File: src/rtl/rx_hp_pkg.sv
// Shared types and helpers for the huge-page address register block.
// Holds TLP fmt/type codes, decoder states and address-range helpers.
package rx_hp_pkg;

    localparam logic [6:0] MWR32 = 7'b10_00000;
    localparam logic [6:0] MWR64 = 7'b11_00000;

    typedef enum logic [2:0] {
        S_IDLE,
        S_HDR3,
        S_HDR4,
        S_DATA,
        S_DRAIN
    } rx_state_e;

    function automatic logic [31:0] byteswap32(input logic [31:0] d);
        return {d[7:0], d[15:8], d[23:16], d[31:24]};
    endfunction

    function automatic int offset_w(input int n);
        return $clog2(3 * n);
    endfunction

    // True when a write of one or two DWs at byte address a misses the map.
    function automatic logic range_bad(input logic [31:0] a,
                                       input logic        two,
                                       input int          n);
        int          ow;
        int          off;
        logic [31:0] mask;
        ow   = offset_w(n);
        mask = (32'd1 << ow) - 32'd1;
        off  = int'((a >> 2) & mask);
        return ((a >> (ow + 2)) != 32'd0) || ((off + int'(two)) >= 3 * n);
    endfunction

endpackage

File: src/rtl/rx_hp_addr_regs_decode.sv
// Memory-write TLP parser: header decode, address staging, range checks.
// Emits a combinational commit strobe on the accepted, clean EOF beat.
module rx_mwr_decode
    import rx_hp_pkg::*;
#(
    parameter int NUM_PAGES = 4,
    parameter int BAR_IDX   = 2,
    parameter int OFFSET_W  = 4
) (
    input  logic                trn_clk,
    input  logic                reset_n,
    input  logic [63:0]         trn_rd,
    input  logic                trn_rsof_n,
    input  logic                trn_reof_n,
    input  logic                trn_rsrc_rdy_n,
    input  logic                trn_rsrc_dsc_n,
    input  logic [6:0]          trn_rbar_hit_n,
    input  logic                trn_rdst_rdy_n,
    output logic                cmt_vld,
    output logic [OFFSET_W-1:0] cmt_off,
    output logic                cmt_two,
    output logic [31:0]         cmt_d0,
    output logic [31:0]         cmt_d1,
    output logic                wr_err
);

    rx_state_e   state;
    logic        two_q;
    logic        is4_q;
    logic [31:0] addr_q;
    logic [31:0] d0_q;

    logic        acc;
    logic        sof;
    logic        eof;
    logic        dsc;
    logic [31:0] hi_dw;
    logic [31:0] lo_dw;
    logic [6:0]  hdr_ft;
    logic [9:0]  hdr_len;
    logic        hit;
    logic        is_mwr;
    logic        len_ok;
    logic        bad3;
    logic        bad4;

    assign acc     = !trn_rsrc_rdy_n && !trn_rdst_rdy_n;
    assign sof     = !trn_rsof_n;
    assign eof     = !trn_reof_n;
    assign dsc     = !trn_rsrc_dsc_n;
    assign hi_dw   = trn_rd[63:32];
    assign lo_dw   = trn_rd[31:0];
    assign hdr_ft  = hi_dw[30:24];
    assign hdr_len = hi_dw[9:0];
    assign hit     = !trn_rbar_hit_n[BAR_IDX];
    assign is_mwr  = (hdr_ft == MWR32) || (hdr_ft == MWR64);
    assign len_ok  = (hdr_len == 10'd1) || (hdr_len == 10'd2);
    assign bad3    = range_bad(hi_dw, two_q, NUM_PAGES);
    assign bad4    = (hi_dw != 32'd0) || range_bad(lo_dw, two_q, NUM_PAGES);

    // Commit strobe, offset and payload for the EOF beat being accepted
    always_comb begin
        cmt_vld = 1'b0;
        cmt_off = addr_q[OFFSET_W+1:2];
        cmt_two = two_q;
        cmt_d0  = d0_q;
        cmt_d1  = byteswap32(hi_dw);
        unique case (state)
            S_HDR3: begin
                if (acc && eof && !dsc && !two_q && !bad3) begin
                    cmt_vld = 1'b1;
                    cmt_off = hi_dw[OFFSET_W+1:2];
                    cmt_d0  = byteswap32(lo_dw);
                end
            end
            S_DATA: begin
                if (acc && eof && !dsc) begin
                    cmt_vld = 1'b1;
                    if (is4_q) begin
                        cmt_d0 = byteswap32(hi_dw);
                        cmt_d1 = byteswap32(lo_dw);
                    end
                end
            end
            default: ;
        endcase
    end

    // Parser FSM with staging registers and the registered drop pulse
    always_ff @(posedge trn_clk or negedge reset_n) begin
        if (!reset_n) begin
            state  <= S_IDLE;
            two_q  <= 1'b0;
            is4_q  <= 1'b0;
            addr_q <= '0;
            d0_q   <= '0;
            wr_err <= 1'b0;
        end else begin
            wr_err <= 1'b0;
            if (acc) begin
                unique case (state)
                    S_IDLE: begin
                        if (sof) begin
                            if (hit && is_mwr) begin
                                if (!len_ok || dsc || eof) begin
                                    wr_err <= 1'b1;
                                    state  <= eof ? S_IDLE : S_DRAIN;
                                end else begin
                                    two_q <= (hdr_len == 10'd2);
                                    is4_q <= (hdr_ft == MWR64);
                                    state <= (hdr_ft == MWR64) ? S_HDR4
                                                               : S_HDR3;
                                end
                            end else if (!eof) begin
                                state <= S_DRAIN;
                            end
                        end
                    end
                    S_HDR3: begin
                        addr_q <= hi_dw;
                        d0_q   <= byteswap32(lo_dw);
                        if (dsc || bad3 || (eof == two_q)) begin
                            wr_err <= 1'b1;
                            state  <= eof ? S_IDLE : S_DRAIN;
                        end else begin
                            state <= eof ? S_IDLE : S_DATA;
                        end
                    end
                    S_HDR4: begin
                        addr_q <= lo_dw;
                        if (dsc || bad4 || eof) begin
                            wr_err <= 1'b1;
                            state  <= eof ? S_IDLE : S_DRAIN;
                        end else begin
                            state <= S_DATA;
                        end
                    end
                    S_DATA: begin
                        if (dsc || !eof) begin
                            wr_err <= 1'b1;
                        end
                        state <= eof ? S_IDLE : S_DRAIN;
                    end
                    S_DRAIN: begin
                        if (eof) begin
                            state <= S_IDLE;
                        end
                    end
                    default: state <= S_IDLE;
                endcase
            end
        end
    end

endmodule

File: src/rtl/rx_hp_addr_regs.sv
// Huge-page address registers and ownership status fed by RX MWr TLPs.
// Writes land on the EOF edge; doorbells hand pages to the DMA path.
module rx_hp_addr_regs
    import rx_hp_pkg::*;
#(
    parameter int NUM_PAGES = 4,
    parameter int BAR_IDX   = 2
) (
    input  logic                      trn_clk,
    input  logic                      reset_n,
    input  logic [63:0]               trn_rd,
    input  logic [7:0]                trn_rrem_n,
    input  logic                      trn_rsof_n,
    input  logic                      trn_reof_n,
    input  logic                      trn_rsrc_rdy_n,
    input  logic                      trn_rsrc_dsc_n,
    input  logic [6:0]                trn_rbar_hit_n,
    input  logic                      trn_rdst_rdy_n,
    output logic [64*NUM_PAGES-1:0]   hp_addr,
    output logic [NUM_PAGES-1:0]      hp_status,
    input  logic [NUM_PAGES-1:0]      hp_free,
    output logic                      hp_wr_err
);

    localparam int OFFSET_W = offset_w(NUM_PAGES);

    logic                    cmt_vld;
    logic [OFFSET_W-1:0]     cmt_off;
    logic                    cmt_two;
    logic [31:0]             cmt_d0;
    logic [31:0]             cmt_d1;
    logic [64*NUM_PAGES-1:0] addr_nxt;
    logic [NUM_PAGES-1:0]    stat_nxt;
    int                      dw_off;
    logic [31:0]             dw_val;

    rx_mwr_decode #(
        .NUM_PAGES (NUM_PAGES),
        .BAR_IDX   (BAR_IDX),
        .OFFSET_W  (OFFSET_W)
    ) u_dec (
        .trn_clk        (trn_clk),
        .reset_n        (reset_n),
        .trn_rd         (trn_rd),
        .trn_rsof_n     (trn_rsof_n),
        .trn_reof_n     (trn_reof_n),
        .trn_rsrc_rdy_n (trn_rsrc_rdy_n),
        .trn_rsrc_dsc_n (trn_rsrc_dsc_n),
        .trn_rbar_hit_n (trn_rbar_hit_n),
        .trn_rdst_rdy_n (trn_rdst_rdy_n),
        .cmt_vld        (cmt_vld),
        .cmt_off        (cmt_off),
        .cmt_two        (cmt_two),
        .cmt_d0         (cmt_d0),
        .cmt_d1         (cmt_d1),
        .wr_err         (hp_wr_err)
    );

    // Decode committed DWs into address halves or doorbells; set beats free
    always_comb begin
        addr_nxt = hp_addr;
        stat_nxt = hp_status & ~hp_free;
        dw_off   = 0;
        dw_val   = '0;
        if (cmt_vld) begin
            for (int k = 0; k < 2; k++) begin
                if (k == 0 || cmt_two) begin
                    dw_off = int'(cmt_off) + k;
                    dw_val = (k == 0) ? cmt_d0 : cmt_d1;
                    for (int i = 0; i < NUM_PAGES; i++) begin
                        if (dw_off == 2 * i) begin
                            addr_nxt[64*i +: 32] = dw_val;
                        end
                        if (dw_off == 2 * i + 1) begin
                            addr_nxt[64*i+32 +: 32] = dw_val;
                        end
                        if (dw_off == 2 * NUM_PAGES + i) begin
                            stat_nxt[i] = 1'b1;
                        end
                    end
                end
            end
        end
    end

    // Register file and page ownership state
    always_ff @(posedge trn_clk or negedge reset_n) begin
        if (!reset_n) begin
            hp_addr   <= '0;
            hp_status <= '0;
        end else begin
            hp_addr   <= addr_nxt;
            hp_status <= stat_nxt;
        end
    end

endmodule

File: config.mk
export PLATFORM = sky130hd
export DESIGN_NAME = rx_hp_addr_regs
export DESIGN_NICKNAME = d
export VERILOG_FILES = /design/src/rtl/rx_hp_pkg.sv /design/src/rtl/rx_hp_addr_regs_decode.sv /design/src/rtl/rx_hp_addr_regs.sv
export SDC_FILE = /design/constraint.sdc
export NUM_CORES = 1
export LEC_CHECK = 0
export ABC_CLOCK_PERIOD_IN_PS = 6000
export BUFFER_PORTS_ARGS = -buffer_cell sky130_fd_sc_hd__buf_2
export CAP_MARGIN = 30
export CORE_MARGIN = 3
export CORE_UTILIZATION = 30
export CTS_CLUSTER_SIZE = 40
export DETAILED_ROUTE_END_ITERATION = 16
export PLACE_DENSITY_LB_ADDON = 0.2
export SYNTH_ARGS = -nofsm -noshare
export SYNTH_HDL_FRONTEND = slang
export SYNTH_SLANG_ARGS = --single-unit
File: constraint.sdc
create_clock -name trn_clk -period 6 [get_ports trn_clk]
set_clock_uncertainty 0.15 [all_clocks]
set_input_delay 0.6 -clock trn_clk [delete_from_list [all_inputs] [get_ports trn_clk]]
set_output_delay 0.6 -clock trn_clk [all_outputs]
set_load 0.05 [all_outputs]
==> key figures, run 1 <==
Power
  – Final Power: around 6.6 mW
  – Peak VDD IR: between 200 and 300 uV
  – Static leakage: 8.42 nW
  – Cell area power density: 378 nW/um^2

Route
  – Drt first pass iters: 5
  – Vias/cell: approximately 5.7
  – Vias: 12.8k
  – DRT antenna net count: 0
  – 1st-iter DRT viols: about 1.1k
  – Detailed-route DRC error count: 0
  – Aggregate routed wire length: ~60,000 um
  – Routed len/inst: about 27 um

Timing
  – Hold Fails Final Rpt: 0
  – Hold WS: 0.0950 ns
  – Crit share post-route: between 70 and 80%
  – Setup TNS: 0 ns
  – Worst-Margin Slew: 1.01 ns
  – FMAX: 237 MHz
  – RSZ-0062 raised after global routing: no
  – Count of final setup violators: 0
  – Post-route minimum period: about 4.2 ns
  – Final Max Slew Viols: 0
  – Max_slew headroom: between 30% and 40%

Setup path
  – Cell-by-cell listing of the critical path: buf_2 > nor4_1 > and4_1 > and3_2 > buf_4 > mux2i_1 > or3_1 > buf_4 > a221o_1
  – Setup CP Type: input port to register
  – Crit path top cell by count: buf_4
  – CP delay by family, top: simple AND/OR/NAND/NOR gates
  – Critical path required time: around 6.3 ns
  – Crit. End Element: register
  – CP arrival: between 4 and 5 ns
  – Crit path buf inv count: 3
  – Critical Path Source Type: input port
  – Worst path max stage delay: a little over 0.7 ns
  – Crit Path Max Fanout: 21
  – Slowest CP cell: nor4_1

GRT
  – Largest net degree at the start of global routing: between 150 and 200
  – Initial antenna violation count: 9
  – GR Util All Layers: between 20% and 30%
  – Total gr overflow: 0
  – First-pass GRT wire length: 88,300 um
  – Vias in the first global route: roughly 13k

Logic synthesis
  – Cells after synthesis: 1,306
  – Post-synthesis sequential area ratio: a little over half
  – Synth warn: 0
  – Synth top area cells: dfrtp_1, o221ai_1, nand2_1
  – Number of synthesized register bits: just over 300
  – Share of async-settable or async-resettable flops after synthesis: 100%
  – Syn_nets: about 1.4k
  – Post-synth cell types: 57
  – Number of synthesized flops with an enable pin: 0
  – Avg Inst Size Synth: between 10 and 15 um^2
  – Share of the synthesized area in the top cell type: a little over half
  – Post-Syn Area: 13,900 um^2
  – Synth Flop Type: dfrtp_1
  – Yosys top cell by area: dfrtp_1

Floorplan
  – Die Y: around 220 um
  – Ports: roughly 350
  – Initial Util: between 30% and 40%
  – Die Wd: between 200 and 250 um
  – Core area: around 46,000 um^2
  – Die area: 49,000 um^2
  – Row count: a little under 80

Final layout
  – Fin nets: about 1.7k
  – Filler Cells Inserted: about 4.5k
  – Area delta synth->final: 26.5%
  – Share of cells above drive strength 1: 29.9%

Clocking
  – CTS Hold Bufs: 1
  – Worst-Skew Late Latency: 0.54 ns
  – CTS Sinks: between 300 and 400
  – Root buf cell: clkbuf_16
  – Depth of the CTS H-tree: 2
  – Post-CTS setup buffers: 0
  – CTS Buf Count: 36
  – Post-CTS Resized: 0
  – CTS tree: done
  – Max Buffers Root-to-Sink: 3
  – CTS clock-pin slew for the worst setup and hold paths: ~0.06 ns

Hold path
  – Hold/Removal Path Class: input port to register

Place
  – RePlAce Congestion: around 0.84
  – Port Buf Inserts: ~340
  – Post-detail-place hpwl: 41,100 um

Run
  – MaxCap Viol Count: 0

Run status
  – Outcome: finished, final reports clean
-- state kept, by name (all words and copies together) (netlist names) --
register,count
hp_addr,256
u_dec.d0_q,32
hp_status,4
u_dec.addr_q,4
u_dec.state,3
u_dec.cmt_two,1
u_dec.is4_q,1
u_dec.wr_err,1
-- cell usage in the layout (no fill, tap or decap), types with 7 or more instances in the layout --
cell | Yosys | layout
buf_2 | 29 | 335
dfrtp_1 | 302 | 302
nand2_1 | 182 | 181
o221ai_1 | 160 | 160
nor2_1 | 109 | 107
a21oi_1 | 68 | 68
a22o_1 | 63 | 63
mux2i_1 | 48 | 43
nand2b_1 | 40 | 38
clkbuf_16 | 0 | 38
o22ai_1 | 34 | 34
mux2_2 | 34 | 34
a221o_1 | 32 | 32
buf_4 | 2 | 23
nor4_1 | 16 | 16
nor3_1 | 13 | 12
o21ai_0 | 12 | 12
inv_1 | 10 | 10
clkbuf_8 | 0 | 9
a21o_1 | 8 | 8
clkinv_2 | 0 | 8
diode_2 | 0 | 7
-- kinds of logic (layout without fill, tap and decap cells) --
| logic type | count (synthesis) | after routing | share of synthesized area [%] |
|---|---|---|---|
| compound gates | 400 | 400 | 22.5 |
| simple gates | 395 | 395 | 12.9 |
| flops | 302 | 302 | 54.3 |
| buf+inv | 122 | 441 | 3.77 |
| mux | 82 | 82 | 6.21 |
| xor+xnor | 5 | 5 | 0.315 |
| other cells | 0 | 7 | 0 |
-- cell usage after synthesis (3+ instances only) --
cell type,number
mux2i_1,48
o221ai_1,160
inv_1,10
nand3_1,5
a21oi_1,68
nor3_1,13
a21o_1,8
mux2_2,34
nand2_1,182
clkbuf_1,75
buf_1,3
nor2_1,109
buf_2,29
a22o_1,63
o22ai_1,34
nand4_1,5
xor2_1,5
nand2b_1,40
and2_1,3
a221o_1,32
or3_1,4
buf_6,3
o21ai_0,12
dfrtp_1,302
a31oi_1,4
nor4_1,16
-- report_power, final --
part	switching, mW	internal (mW)
Clock	0.913	1.40
Sequential	0.205	2.31
Combinational	1.33	0.489
-- stage by stage --
step / cells / utilization (%) / setup WS, ns / cell area [um^2]
after floorplan: 1306 / - / 2.71 / 13900
after global placement: 2157 / 35.7 / 1.35 / 16200
after detailed placement: 2159 / 35.8 / 1.32 / 16300
after CTS: 2224 / 38.5 / 1.80 / 17600
after global routing: 2228 / 38.6 / 1.63 / 17600
final: 2232 / 38.6 / 1.78 / 17600
-- path summary, 6_finish.rpt --
check | start | endpoint | slack [ns] | depth (start not counted)
setup / recovery | trn_rd[40] | hp_addr[223] | 1.78 | 9
hold / removal | hp_free[1] | hp_status[1] | 0.1 | 2
setup reg to reg | u_dec.state[0] | hp_addr[223] | 1.80 | 8
hold reg to reg | hp_addr[112] | hp_addr[112] | 0.33 | 2
max in group asynchronous | reset_n | hp_addr[210] | 3.76 | 3
min in group asynchronous | reset_n | hp_addr[38] | 0.50 | 2
-- metal layers --
layer | track usage, % | vias to the layer above | wire [um]
li1 | - | 5564 | -
met1 | 31.3 | 6533 | 26000
met2 | 38.2 | 584 | 28000
met3 | 7.32 | 94 | 5000
met4 | 6.94 | 6 | 1500
met5 | 0 | - | 45
-- final cells by class --
class / count / area (um^2) / area share, %
sequential: 302 / 7560 / 42.9
multi-input combinational: 882 / 5960 / 33.9
antenna: 7 / 17.5 / 0.0995
inverter: 10 / 37.5 / 0.213
clock buffer: 50 / 1090 / 6.17
timing repair buffer: 367 / 2030 / 11.5
tap: 600 / 751 / 4.27
clock inverter: 14 / 161 / 0.917
Note: power is estimated with default switching activity, not from simulation.
==> inputs of run 2 (changes only) <==
--- a/config.mk
+++ b/config.mk
@@ -5,7 +5,8 @@
 export SDC_FILE = /design/constraint.sdc
 export NUM_CORES = 1
 export LEC_CHECK = 0
-export ABC_CLOCK_PERIOD_IN_PS = 6000
+export ABC_AREA = 1
+export ABC_CLOCK_PERIOD_IN_PS = 3500
 export BUFFER_PORTS_ARGS = -buffer_cell sky130_fd_sc_hd__buf_2
 export CAP_MARGIN = 30
 export CORE_MARGIN = 3
==> constraint.sdc (replaced) <==
create_clock -name trn_clk -period 3.5 [get_ports trn_clk]
set_clock_uncertainty 0.15 [all_clocks]
set_input_delay 0.35 -clock trn_clk [delete_from_list [all_inputs] [get_ports trn_clk]]
set_output_delay 0.35 -clock trn_clk [all_outputs]
set_load 0.05 [all_outputs]
==> run 2 against run 1 <==
Compared with the run above: register-to-register slack got worse by 1.4 ns; combinational power fell by 76%; largest power group is now the clock network; sequential power grew 40%; non-clock buffer count increased by 120.
==> key figures, run 2 <==
Run status
  – Outcome: finished, final reports clean

Route
  – Drt first pass iters: 7
  – Vias/cell: 5.49
  – Aggregate routed wire length: around 95,000 um
  – Vias: 21.6k
  – DRT antenna net count: 0
  – Routed len/inst: 24.1 um
  – Detailed-route DRC error count: 0
  – 1st-iter DRT viols: about 2.7k

Logic synthesis
  – Synth warn: 0
  – Number of synthesized flops with an enable pin: 0
  – Avg Inst Size Synth: 6.75 um^2
  – Post-synth cell types: 34
  – Share of async-settable or async-resettable flops after synthesis: 100%
  – Synth Area in Simple Gates: 45.3%
  – Largest family of logic cells by synthesized area: simple AND/OR/NAND/NOR gates
  – Synth Area in Adders: 0%
  – Xor and xnor area share after synthesis: 0%
  – Top-count cell post-synth: nand2_1
  – Synth Flop Type: dfrtp_1
  – Synth top area cells: dfrtp_1, nand2_1, nand3_1
  – Top cells by count, synth: nand2_1, nand3_1, dfrtp_1, inv_1, nand4_1
  – Mux cell area share after synthesis: 0%
  – Cells after synthesis: between 2k and 3k
  – Post-Syn Area: 18,700 um^2
  – Syn_nets: between 2k and 3k
  – Share of the synthesized area in the top cell type: just over 40%
  – Post-synthesis compound-gate area fraction: roughly 5.5%
  – Number of synthesized register bits: between 300 and 400
  – Yosys top cell by area: dfrtp_1
  – Post-synthesis sequential area ratio: 40.4%

Floorplan
  – Initial Util: 30.6%
  – Row count: 90
  – Die area: 65,300 um^2
  – Ports: approximately 350
  – Die Wd: 256 um
  – Die Y: 256 um
  – Core area: about 61,000 um^2

Timing
  – Count of final setup violators: 0
  – RSZ-0062 raised after global routing: no
  – Crit share post-route: between 80% and 90%
  – Max_slew headroom: between 20% and 30%
  – Worst-Margin Slew: about 1.1 ns
  – Final Max Slew Viols: 0
  – Post-route minimum period: 3.06 ns
  – Hold Fails Final Rpt: 0
  – Setup TNS: 0 ns
  – Final setup margin: 0.436 ns
  – Hold WS: 0.0180 ns
  – FMAX: between 300 and 400 MHz

Setup path
  – Reg2reg path depth: 12
  – Worst path max stage delay: between 0.4 and 0.5 ns
  – Slowest CP cell: dfrtp_1
  – CP arrival: 3.40 ns
  – FF-to-FF Start: u_dec.state[2]
  – Critical Path Source Type: register
  – R2r endpoint: hp_addr[164]
  – Crit path top cell by count: nand3_1
  – Crit Path Max Fanout: 33
  – Cell-by-cell listing of the critical path: or2_4 > nor2_2 > nand3_1 > nor2_4 > buf_4 > a22oi_1 > nand2_1 > buf_4 > nand3_1 > nand3_1 > nand3_1 > nand2_1
  – Setup CP Type: register to register
  – CP delay by family, top: simple AND/OR/NAND/NOR gates
  – R2r setup slk: around 0.44 ns
  – Crit path buf inv count: 2
  – Crit. End Element: register
  – Critical path required time: around 3.8 ns

Clocking
  – CTS Sinks: around 300
  – Worst-Skew Late Latency: roughly 0.57 ns
  – Depth of the CTS H-tree: 2
  – Post-CTS setup buffers: 0
  – CTS clock-pin slew for the worst setup and hold paths: approximately 0.060 ns
  – Max Buffers Root-to-Sink: 3
  – Post-CTS Resized: 0
  – Root buf cell: clkbuf_16
  – CTS Buf Count: 39
  – CTS tree: done

GRT
  – Largest net degree at the start of global routing: 98
  – Total gr overflow: 0
  – Initial antenna violation count: 2
  – First-pass GRT wire length: between 100,000 and 150,000 um
  – Most Crowded Layer GR: met2
  – GR Util met1: between 30% and 40%
  – Vias in the first global route: a little under 20k
  – GR Layer Usage met2: roughly two fifths
  – Grt met3 use: under 10%
  – GR Util All Layers: between 20 and 30%

Place
  – Post-detail-place hpwl: between 60,000 and 70,000 um
  – Placed Instances: 3,832
  – RePlAce Congestion: 0.915
  – Port Buf Inserts: 336
  – Pre-CTS setup slack: 0.269 ns
  – DP Area: about 22,000 um^2

Power
  – Peak VDD IR: ~310 uV
  – Cell area power density: between 300 and 400 nW/um^2
  – Final Power: about 8.2 mW
  – Static leakage: 12.3 nW

Final layout
  – Largest regs: hp_addr x256, u_dec.d0_q x32
  – Max reg flops: between 200 and 300
  – Fin util: a little under two fifths
  – Non-filler cells, final: ~3.9k
  – Area of the multi-input gates: roughly 9600 um^2
  – Register area: ~7600 um^2
  – Filler Cells Inserted: 6,591
  – Fin area: 23,300 um^2
  – Fin nets: 3,167
  – Share of cells above drive strength 1: between 15 and 20%
  – Commonest non-fill, non-tap cell in the layout: nand2_1
  – Area delta synth->final: 24.5%
  – Largest register by flop count: hp_addr
  – Commonest cells after routing, fill and taps aside: nand2_1, nand3_1, buf_2

Hold path
  – Worst Min Path Start: trn_rd[4]
  – Hold/Removal Path Class: input port to register
  – Hold endpoint: u_dec.d0_q[28]
  – Hold Path Depth: 3

Run
  – MaxCap Viol Count: 0
==> run 2: cell count changes in the layout (fill, tap and decap cells not counted), moves of 34 or more <==
cell      change
a21oi_1      -36
a22o_1       -63
buf_4        +73
inv_1       +142
mux2_2       -34
mux2i_1      -43
nand2_1     +861
nand2b_1     -38
nand3_1     +658
nand4_1     +108
nor2_1       -69
o21ai_1      +59
o221ai_1    -160
==> run 2: worst max path at each step <==
stage	start	endpoint	slack, ns	depth (start not counted)
after floorplan	trn_reof_n	hp_addr[80]	1.22	14
after global placement	trn_rd[54]	hp_addr[168]	0.29	15
after detailed placement	trn_rd[54]	hp_addr[168]	0.27	15
after CTS	u_dec.state[2]	hp_addr[164]	0.46	12
after global routing	u_dec.state[2]	hp_addr[193]	0.24	13
final	u_dec.state[2]	hp_addr[164]	0.44	12
==> run 2: final cells by class <==
class / count / area share, %
well taps: 828 / 4.45
inverters: 155 / 2.52
clock buffers: 58 / 4.81
repair buffers: 487 / 13.6
clock inverters: 11 / 0.855
multi-input cells: 2092 / 41.2
diodes: 1 / 0.0108
flip-flops and latches: 302 / 32.5
==> run 2: worst reg2reg max path, cell delays in order (launching register included) <==
cell	delay, ns
dfrtp_1	0.44
or2_4	0.30
nor2_2	0.15
nand3_1	0.25
nor2_4	0.20
buf_4	0.36
a22oi_1	0.14
nand2_1	0.39
buf_4	0.26
nand3_1	0.09
nand3_1	0.10
nand3_1	0.07
nand2_1	0.09
==> run 2: power breakdown <==
part	internal [mW]	total (mW)	switching, mW
logic	0.113	0.438	0.325
clock network	2.58	4.29	1.70
registers	3.50	3.51	0.00918
==> run 2: cell families after synthesis <==
kind of cell / Yosys count
buf+inv: 373
simple gates: 1907
flops: 302
compound gates: 185
==> run 2: per-layer routing <==
metal  part of all wire (%)  wire length (um)
met4                    4.8              4560
met3                    9.9              9390
met2                     43             40800
met1                     42             40100
met5                      0                 0
==> run 2: timing repair <==
action                                  CTS  global route
endpoints found under the hold margin    88             0
hold buffers                             32             0
endpoints found under the setup margin    0             0
